$ cat config.mk
export PLATFORM = sky130hd
export DESIGN_NAME = fpga_config_loader
export DESIGN_NICKNAME = d
export VERILOG_FILES = /design/src/rtl/fpga_cfg_pkg.sv /design/src/rtl/fpga_cfg_crc8.sv /design/src/rtl/fpga_config_loader.sv
export SDC_FILE = /design/constraint.sdc
export NUM_CORES = 1
export LEC_CHECK = 0
export BUFFER_PORTS_ARGS = -buffer_cell sky130_fd_sc_hd__clkbuf_2
export CAP_MARGIN = 20
export CORE_ASPECT_RATIO = 0.5
export CORE_MARGIN = 1.5
export CORE_UTILIZATION = 44
export CTS_BUF_LIST = sky130_fd_sc_hd__clkbuf_8 sky130_fd_sc_hd__clkbuf_16
export DETAILED_ROUTE_END_ITERATION = 16
export PLACE_DENSITY = 0.75
export SETUP_SLACK_MARGIN = 0.3
export SLEW_MARGIN = 5
export SYNTH_ARGS = -nofsm -noshare
export SYNTH_HDL_FRONTEND = slang
export SYNTH_SLANG_ARGS = --single-unit
export TNS_END_PERCENT = 10
$ cat constraint.sdc
create_clock -name clock -period 3.4 [get_ports clock]
set_clock_uncertainty 0.2 [all_clocks]
set_input_delay 0.51 -clock clock [delete_from_list [all_inputs] [get_ports clock]]
set_output_delay 0.51 -clock clock [all_outputs]
set_load 0.03 [all_outputs]
$ cat src/rtl/fpga_cfg_pkg.sv
// Shared definitions for the fabric configuration loader.
// FPGA_CFG_CRC_EN adds the CHECK state used for the trailing CRC-8 byte.
package fpga_cfg_pkg;

    localparam logic [7:0]  SYNC_BYTE  = 8'hA5;
    localparam int unsigned TILE_BYTES = 5;
    localparam int unsigned SWB_BYTES  = 2;
    localparam int unsigned TILE_W     = 33;
    localparam int unsigned SWB_W      = 16;
    localparam logic [7:0]  CRC_POLY   = 8'h07;

    typedef enum logic [2:0] {
        ST_IDLE      = 3'd0,
        ST_SYNC      = 3'd1,
        ST_LOAD_TILE = 3'd2,
        ST_LOAD_SWB  = 3'd3,
`ifdef FPGA_CFG_CRC_EN
        ST_CHECK     = 3'd4,
`endif
        ST_DONE      = 3'd5,
        ST_ERROR     = 3'd6
    } state_t;

    // One byte of CRC-8, MSB-first, no reflection.
    function automatic logic [7:0] crc8_next(input logic [7:0] crc, input logic [7:0] data);
        logic [7:0] c;
        c = crc ^ data;
        for (int unsigned i = 0; i < 8; i++) begin
            c = c[7] ? ((c << 1) ^ CRC_POLY) : (c << 1);
        end
        return c;
    endfunction

endpackage

$ cat src/rtl/fpga_cfg_crc8.sv
// Byte-serial CRC-8 accumulator over the configuration payload.
// Only instantiated when FPGA_CFG_CRC_EN is defined.
module fpga_cfg_crc8
    import fpga_cfg_pkg::*;
(
    input  logic       clock,
    input  logic       reset,
    input  logic       clear,
    input  logic       enable,
    input  logic [7:0] data_in,
    output logic [7:0] crc_out
);

    logic [7:0] r_crc;

    always_ff @(posedge clock or posedge reset) begin
        if (reset) begin
            r_crc <= '0;
        end else if (clear) begin
            r_crc <= '0;
        end else if (enable) begin
            r_crc <= crc8_next(r_crc, data_in);
        end
    end

    assign crc_out = r_crc;

endmodule

$ cat src/rtl/fpga_config_loader.sv
// Loads logic-tile and switch-box configuration words from a byte stream.
// FPGA_CFG_CRC_EN: require a trailing CRC-8 byte before enabling the fabric.
module fpga_config_loader
    import fpga_cfg_pkg::*;
#(
    parameter int unsigned NUM_TILES = 25,
    parameter int unsigned NUM_SWB   = 18,
    parameter logic [7:0]  SYNC_BYTE = fpga_cfg_pkg::SYNC_BYTE
) (
    input  logic              clock,
    input  logic              reset,
    input  logic              start,
    input  logic [7:0]        cfg_data,
    input  logic              cfg_valid,
    output logic              cfg_ready,
    output logic              wr_en,
    output logic              wr_sel,
    output logic [4:0]        wr_addr,
    output logic [TILE_W-1:0] wr_data,
    output logic              fabric_en,
    output logic              busy,
    output logic              done,
    output logic              error
);

    localparam logic [2:0] LP_TILE_LAST = 3'(TILE_BYTES - 1);
    localparam logic [2:0] LP_SWB_LAST  = 3'(SWB_BYTES - 1);
    localparam logic [4:0] LP_LAST_TILE = 5'(NUM_TILES - 1);
    localparam logic [4:0] LP_LAST_SWB  = 5'(NUM_SWB - 1);

    state_t            r_state, w_next;
    logic [2:0]        r_byte_cnt;
    logic [4:0]        r_elem_cnt;
    logic [3:0][7:0]   r_word;
    logic              r_wr_en, r_wr_sel;
    logic [4:0]        r_wr_addr;
    logic [TILE_W-1:0] r_wr_data;

    logic              w_xfer, w_loading, w_sync_hit;
    logic              w_last_byte, w_last_elem, w_elem_done;
    logic [TILE_W-1:0] w_wr_data;

    assign w_xfer     = cfg_valid & cfg_ready;
    assign w_loading  = (r_state == ST_LOAD_TILE) || (r_state == ST_LOAD_SWB);
    assign w_sync_hit = w_xfer && (r_state == ST_SYNC) && (cfg_data == SYNC_BYTE);

    always_comb begin
        w_last_byte = 1'b0;
        w_last_elem = 1'b0;
        if (r_state == ST_LOAD_TILE) begin
            w_last_byte = (r_byte_cnt == LP_TILE_LAST);
            w_last_elem = (r_elem_cnt == LP_LAST_TILE);
        end else if (r_state == ST_LOAD_SWB) begin
            w_last_byte = (r_byte_cnt == LP_SWB_LAST);
            w_last_elem = (r_elem_cnt == LP_LAST_SWB);
        end
    end

    assign w_elem_done = w_xfer & w_last_byte;
    // Final byte is taken straight from the bus so the write lands one cycle after it.
    assign w_wr_data = (r_state == ST_LOAD_SWB) ? {17'b0, cfg_data, r_word[0]}
                                                : {cfg_data[0], r_word};

`ifdef FPGA_CFG_CRC_EN
    logic [7:0] w_crc;
    logic       w_crc_ok;

    fpga_cfg_crc8 u_crc (
        .clock   (clock),
        .reset   (reset),
        .clear   (w_sync_hit),
        .enable  (w_xfer & w_loading),
        .data_in (cfg_data),
        .crc_out (w_crc)
    );

    assign w_crc_ok = (cfg_data == w_crc);
`endif

    always_ff @(posedge clock or posedge reset) begin
        if (reset) begin
            r_state <= ST_IDLE;
        end else begin
            r_state <= w_next;
        end
    end

    always_comb begin
        w_next = r_state;
        case (r_state)
            ST_IDLE, ST_DONE, ST_ERROR: if (start) w_next = ST_SYNC;
            ST_SYNC:      if (w_sync_hit) w_next = ST_LOAD_TILE;
            ST_LOAD_TILE: if (w_elem_done && w_last_elem) w_next = ST_LOAD_SWB;
            ST_LOAD_SWB: begin
                if (w_elem_done && w_last_elem) begin
`ifdef FPGA_CFG_CRC_EN
                    w_next = ST_CHECK;
`else
                    w_next = ST_DONE;
`endif
                end
            end
`ifdef FPGA_CFG_CRC_EN
            ST_CHECK:     if (w_xfer) w_next = w_crc_ok ? ST_DONE : ST_ERROR;
`endif
            default:      w_next = ST_IDLE;
        endcase
    end

    always_comb begin
        cfg_ready = 1'b0;
        busy      = 1'b0;
        done      = 1'b0;
        error     = 1'b0;
        fabric_en = 1'b0;
        case (r_state)
            ST_SYNC, ST_LOAD_TILE, ST_LOAD_SWB: begin
                cfg_ready = 1'b1;
                busy      = 1'b1;
            end
`ifdef FPGA_CFG_CRC_EN
            ST_CHECK: begin
                cfg_ready = 1'b1;
                busy      = 1'b1;
            end
`endif
            ST_DONE: begin
                done      = 1'b1;
                fabric_en = 1'b1;
            end
            ST_ERROR: error = 1'b1;
            default: ;
        endcase
    end

    always_ff @(posedge clock or posedge reset) begin
        if (reset) begin
            r_byte_cnt <= '0;
            r_elem_cnt <= '0;
            r_word     <= '0;
            r_wr_en    <= 1'b0;
            r_wr_sel   <= 1'b0;
            r_wr_addr  <= '0;
            r_wr_data  <= '0;
        end else begin
            r_wr_en <= w_elem_done;
            if (w_elem_done) begin
                r_wr_sel  <= (r_state == ST_LOAD_SWB);
                r_wr_addr <= r_elem_cnt;
                r_wr_data <= w_wr_data;
            end
            if (w_sync_hit) begin
                r_byte_cnt <= '0;
                r_elem_cnt <= '0;
            end else if (w_xfer && w_loading) begin
                r_word[r_byte_cnt[1:0]] <= cfg_data;
                if (w_last_byte) begin
                    r_byte_cnt <= '0;
                    r_elem_cnt <= w_last_elem ? '0 : r_elem_cnt + 5'd1;
                end else begin
                    r_byte_cnt <= r_byte_cnt + 3'd1;
                end
            end
        end
    end

    assign wr_en   = r_wr_en;
    assign wr_sel  = r_wr_sel;
    assign wr_addr = r_wr_addr;
    assign wr_data = r_wr_data;

endmodule

# Yosys cells after proc, flatten, opt, wreduce, memory -nomap -nowiden
# Cells that the tools add are included.
# W data, S select, Z words.
totals:
  output_inout_bits: 45
  wordCells: 69
  register_bits: 83
  inputBits: 12
classes:
  eq_ne: 14
  n_lt_le_gt_ge: 2
  mux: 23
  bitwise_logic: 3
  addsub: 2
  n_reduce_logical: 14
ops:
  columns: ["operator", "count"]
  rows:
  - ["$mux W33", 1]
  - ["$bwmux W32", 1]
  - ["$mux W3", 7]
  - ["$mux W5", 4]
  - ["$demux W8 S2", 1]
  - ["$pmux W3 S4", 1]
  - ["$eq A5 B5 Y1 const B", 2]
  - ["$eq A3 B3 Y1 const B", 3]
  - ["$eq A8 B8 Y1 const B", 1]
  - ["$mux W8", 1]
  - ["$mux W1", 7]
  - ["$eq A3 B1 Y1 const B", 2]
  - ["$eq A3 B2 Y1 const B", 2]
  - ["$reduce_or A3 Y1", 2]
  - ["$add A5 B1 Y5 const B", 1]
  - ["$logic_and A1 B1 Y1", 5]
  - ["$ne A2 B1 Y1 const B", 2]
  - ["$ne A2 B2 Y1 const B", 2]
  - ["$reduce_and A2 Y1", 2]
  - ["$reduce_and A4 Y1", 1]
  - ["$reduce_bool A2 Y1", 2]
  - ["$add A3 B1 Y3 const B", 1]
  - ["$logic_not A3 Y1", 1]
  - ["$lt A2 B3 Y1 const B", 1]
  - ["other kinds (4)", 5]

# Longest topological paths before layout
depth:
  ltp_word: 8
  depth_mapped: 9
  mapped_depth_nobuf: 7

# Worst setup path before layout
# Ideal clock, no wire load.
synth_timing:
  kind: "reg-to-output"
  from: "register r_state[0]"
  to: "output port cfg_ready"
  setup_slack_ns: 1.288
  n_path_buf: 2
  t_required_ns: 2.690
  path_stages_with_launch: 5
  arrival_ns: 1.402
  cell_sequence: "dfrtp_1 -> clkbuf_1 -> nor2_1 -> nor2_1 -> buf_4"
synth_via:
  elab_chain_cells: 3
  elab_cells_between_ends: 5
  classes_between: "3 x eq/ne; 1 x mux; 1 x reduce/logical"
synth_lines:
  columns: ["item", "line_no", "text"]
  rows:
  - ["from (decl)", "fpga_config_loader.sv:31", "state_t r_state, w_next;"]
  - ["from (signal assigned)", "fpga_config_loader.sv:84", "r_state <= w_next;"]
  - ["$eq A3 B2 Y1 / $eq A3 B1 Y1 (equally long branches)", null, null]
  - ["$reduce_or A3 Y1 (*)", null, null]
  - ["$mux W1 (*)", null, null]
  - ["to (decl)", "fpga_config_loader.sv:15", "output logic cfg_ready,"]
# Mark *: on every way between the ends. The rest lies on a longest branch, timed or not.

# Worst setup path in the final report
layout_timing:
  from: "register r_state[2]"
  to: "register r_elem_cnt[4]"
layout_via:
  elab_chain_cells: 8
  elab_cells_between_ends: 21
  classes_between: "3 x eq/ne; 9 x mux; 1 x bitwise; 8 x reduce/logical"
layout_lines:
  columns: ["item", "line_no", "text"]
  rows:
  - ["$eq A3 B2 Y1 (tied with other cells)", "fpga_config_loader.sv:44, fpga_config_loader.sv:50, fpga_config_loader.sv:116", null]
  - ["$reduce_or A3 Y1", "fpga_config_loader.sv:116", "case (r_state)"]
  - ["$mux W1", "fpga_config_loader.sv:116", null]
  - ["$and A1 B1 Y1", "fpga_config_loader.sv:43", "assign w_xfer = cfg_valid & cfg_ready;"]
  - ["$logic_and A1 B1 Y1 (2 in a row)", "fpga_config_loader.sv:45", "assign w_sync_hit = w_xfer && (r_state == ST_SYNC) && (cfg_data == SYNC_BYTE);"]
  - ["$reduce_bool A2 Y1 (no line)", null, null]
  - ["$reduce_and A2 Y1 (no line)", null, null]
  - ["to (signal assigned)", "fpga_config_loader.sv:159", "r_elem_cnt <= w_last_elem ? '0 : r_elem_cnt + 5'd1;"]
  - ["to (decl)", "fpga_config_loader.sv:33", "logic [4:0] r_elem_cnt;"]
# Several ways; a longest one is shown, not always the timed one. The select of a mux whose other input is x is not followed.
# A chain may end at the register's enable or synchronous reset.

==> results.toml <==
[sta]
final_hold_viol_count = 0
setup_viol = 0
tightest_slew_ns = 0.6387
rsz0062_at_grt = "no"
timing.final.crit_share = 0.7136
slew_violations = 0
layout_min_cycle_time_ns = 2.426
fmaxAchievable_ghz = 0.4122
fin_ws_ns = 0.9738
timing.slew.headroom = 0.5742
whs_ns = 0.2689
final.setup.tns_ns = 0

[detailed_routing]
dr.pass1.iters = 4
wirelength_um = 7041
num_vias = 2475
drtAntennaViolNets = 0
drt-wirelength-per-cell_um = 14.40
viasPerCell = 5.061
drc = 0
drtIter0Drc = 155

[setup_path]
crit_fanout = 37
worstPathArrival_ns = 2.47
required_ns = 3.44
cp-end-kind = "flip-flop"
path_class = "reg2reg"
r2r-start = "r_state[2]"
setup.worst_path.start_class = "flip-flop"
rr_endpoint = "r_elem_cnt[4]"
r2r_cells = 5
reg2reg_slack_ns = 0.97

[floorplanning]
die_area_um2 = 8645
die_w_um = 130
die_h_um = 66.50
io_pins = 57
core.rowCount = 22
coreArea_um2 = 7570
start_util = 0.4688

[layout]
fillers = 639
layout_common_cells = "91 x nand2_1, 83 x dfrtp_1, 56 x clkbuf_2"
layout_commonest_cell = "nand2_1"
drive_gt1_frac = 0.2940
utilization = 0.5541
area_growth_pct = 18.19
regArea_um2 = 2077
layout.nets = 395
multi_input_area_um2 = 1345
n_antenna_cell = 0
final_cell_count_no_fill = 489

[placement]
placedCellCount = 472
io_buffers = 56
dpl_worst_slack_ns = 0.8576
hpwl_um = 4871
place_congestion = 0.8271

[synthesis]
async_flop_share = 1.000
synth_cells = 321
yosys_warnings = 0
ys_seq_elements = 83
synth_edf_count = 0
ys.flop_type = "dfrtp_1"
synth_cell_type_count = 36
synthesis.area_um2 = 3548
syn-num-nets = 340
post_synth.cell_area_avg_um2 = 11.05
synth_seq_area_share = 0.5853

[hold_path]
whs_path_depth = 2
min_path_type = "reg2reg"
min_to = "wr_data[17]"
holdCritStartpoint = "wr_data[17]"

[clock_tree]
clk_pin_slew_worst_paths_ns = 0.06
clk_path_buf_depth = 2
h-tree-depth = 3
cts_root_buf = "clkbuf_16"
clk_latency_ns = 0.33
cts_sinks = 83
cts_made_buffers = 9
cts_tree = "yes"
cts_setup_buffers = 0

[power_and_ir_drop]
netSwitchingFraction = 0.3807
power_frac_seq = 0.434
clkPwrFrac = 0.241
p_leak_nw = 2.132
power_density_nw_per_um2 = 906.5
ir_drop_uv = 328.5
pwr-share-comb = 0.325
p_int_w = 0.002355
p_switching_w = 0.001447

[run_status]
outcome = "finished, final reports clean"

[run]
drv_cap = 0

[global_route]
overflow = 0
grt_pass1_wl_um = 12030
grt_pass1_vias = 2421
antenna_found_initial = 0
grt_max_degree = 39
grt_usage = 0.1853
## metrics by stage
stage               instance area [um2]  total power [W]
floorplan                          3548         0.002533
global placement                   3900         0.002861
detailed placement                 3900         0.002907
CTS                                4194         0.003832
global route                       4194         0.004041
finish                             4194         0.003802
## critical path, cell delays in order, from the launching register on
cell and delay (ns):
dfrtp_1 0.47, and3b_1 0.41, a21bo_1 0.48, inv_6 0.33
a41oi_1 0.19, a311oi_2 0.25
## synth_stat cells, types with 4 or more instances
cell	count	area share
ha_1	7	0.025
nand2_1	91	0.096
nand3b_1	5	0.011
dfrtp_1	83	0.59
nand4_1	4	0.0071
a21oi_1	4	0.0056
buf_2	4	0.0056
clkbuf_1	8	0.0085
mux2i_1	8	0.023
nand3_1	24	0.034
nor2_1	4	0.0042
o21ai_0	12	0.017
mux2_2	32	0.10
inv_1	6	0.0063
## state kept, by name, indices dropped and copies added (netlist names)
signal and flops:
r_elem_cnt 5, wr_sel 1, r_state 3, wr_data 33
r_byte_cnt 3, wr_en 1, wr_addr 5, r_word 32
## cells by family (layout without fill, tap and decap cells)
| group | after synthesis | in the layout | share of synthesized area |
|---|---|---|---|
| XOR/XNOR | 2 | 2 | 0.004937 |
| multiplexers | 40 | 40 | 0.1241 |
| AO/OA/AOI/OAI | 27 | 27 | 0.05007 |
| adder cells (fa/ha/maj) | 7 | 7 | 0.02468 |
| buffers and inverters | 24 | 84 | 0.03561 |
| flip-flops | 83 | 83 | 0.5853 |
| AND/OR/NAND/NOR | 138 | 138 | 0.1753 |
## timing repair
action | 4_1_cts | 5_1_grt
hold buffers | 1 | 0
setup endpoints to repair | 0 | 0
hold endpoints to repair | 23 | 0
gates resized for setup | 0 | 0
## worst max-delay path by stage
stage	start	end	slack (ns)	depth (start not counted)
after floorplan	reset	r_byte_cnt[0]	0.55	1
after global placement	cfg_valid	r_elem_cnt[3]	0.91	6
after detailed placement	cfg_valid	r_elem_cnt[0]	0.86	6
after CTS	r_state[2]	r_elem_cnt[2]	0.96	5
after global routing	r_state[2]	r_elem_cnt[4]	0.75	5
final	r_state[2]	r_elem_cnt[4]	0.97	5
## cell type report
type                            count  share of cell area
Sequential cell                    83              0.4952
Multi-Input combinational cell    214              0.3207
Timing Repair Buffer               61             0.07637
Clock buffer                        9             0.05370
Tap cell                          108             0.03222
Clock inverter                      7             0.01402
Inverter                            7            0.007757
## power groups by stage
stage	registers, W	clock network, W	logic [W]
final	0.00165	0.000917	0.00124
after global routing	0.00170	0.000973	0.00137
after CTS	0.00165	0.000928	0.00125
after detailed placement	0.00166	0	0.00125
after global placement	0.00164	0	0.00122
after floorplan	0.00200	0	0.000533
## metal layers
metal	vias up	share of wire	track usage	wire (um)
met3	8	0.038	0.04900	269
met5	-	0	0	0
li1	1200	-	-	-
met1	1222	0.48	0.2535	3365
met4	0	0.012	0.04861	85
met2	45	0.47	0.2950	3321
No activity file was read; power rests on OpenSTA's default activity.
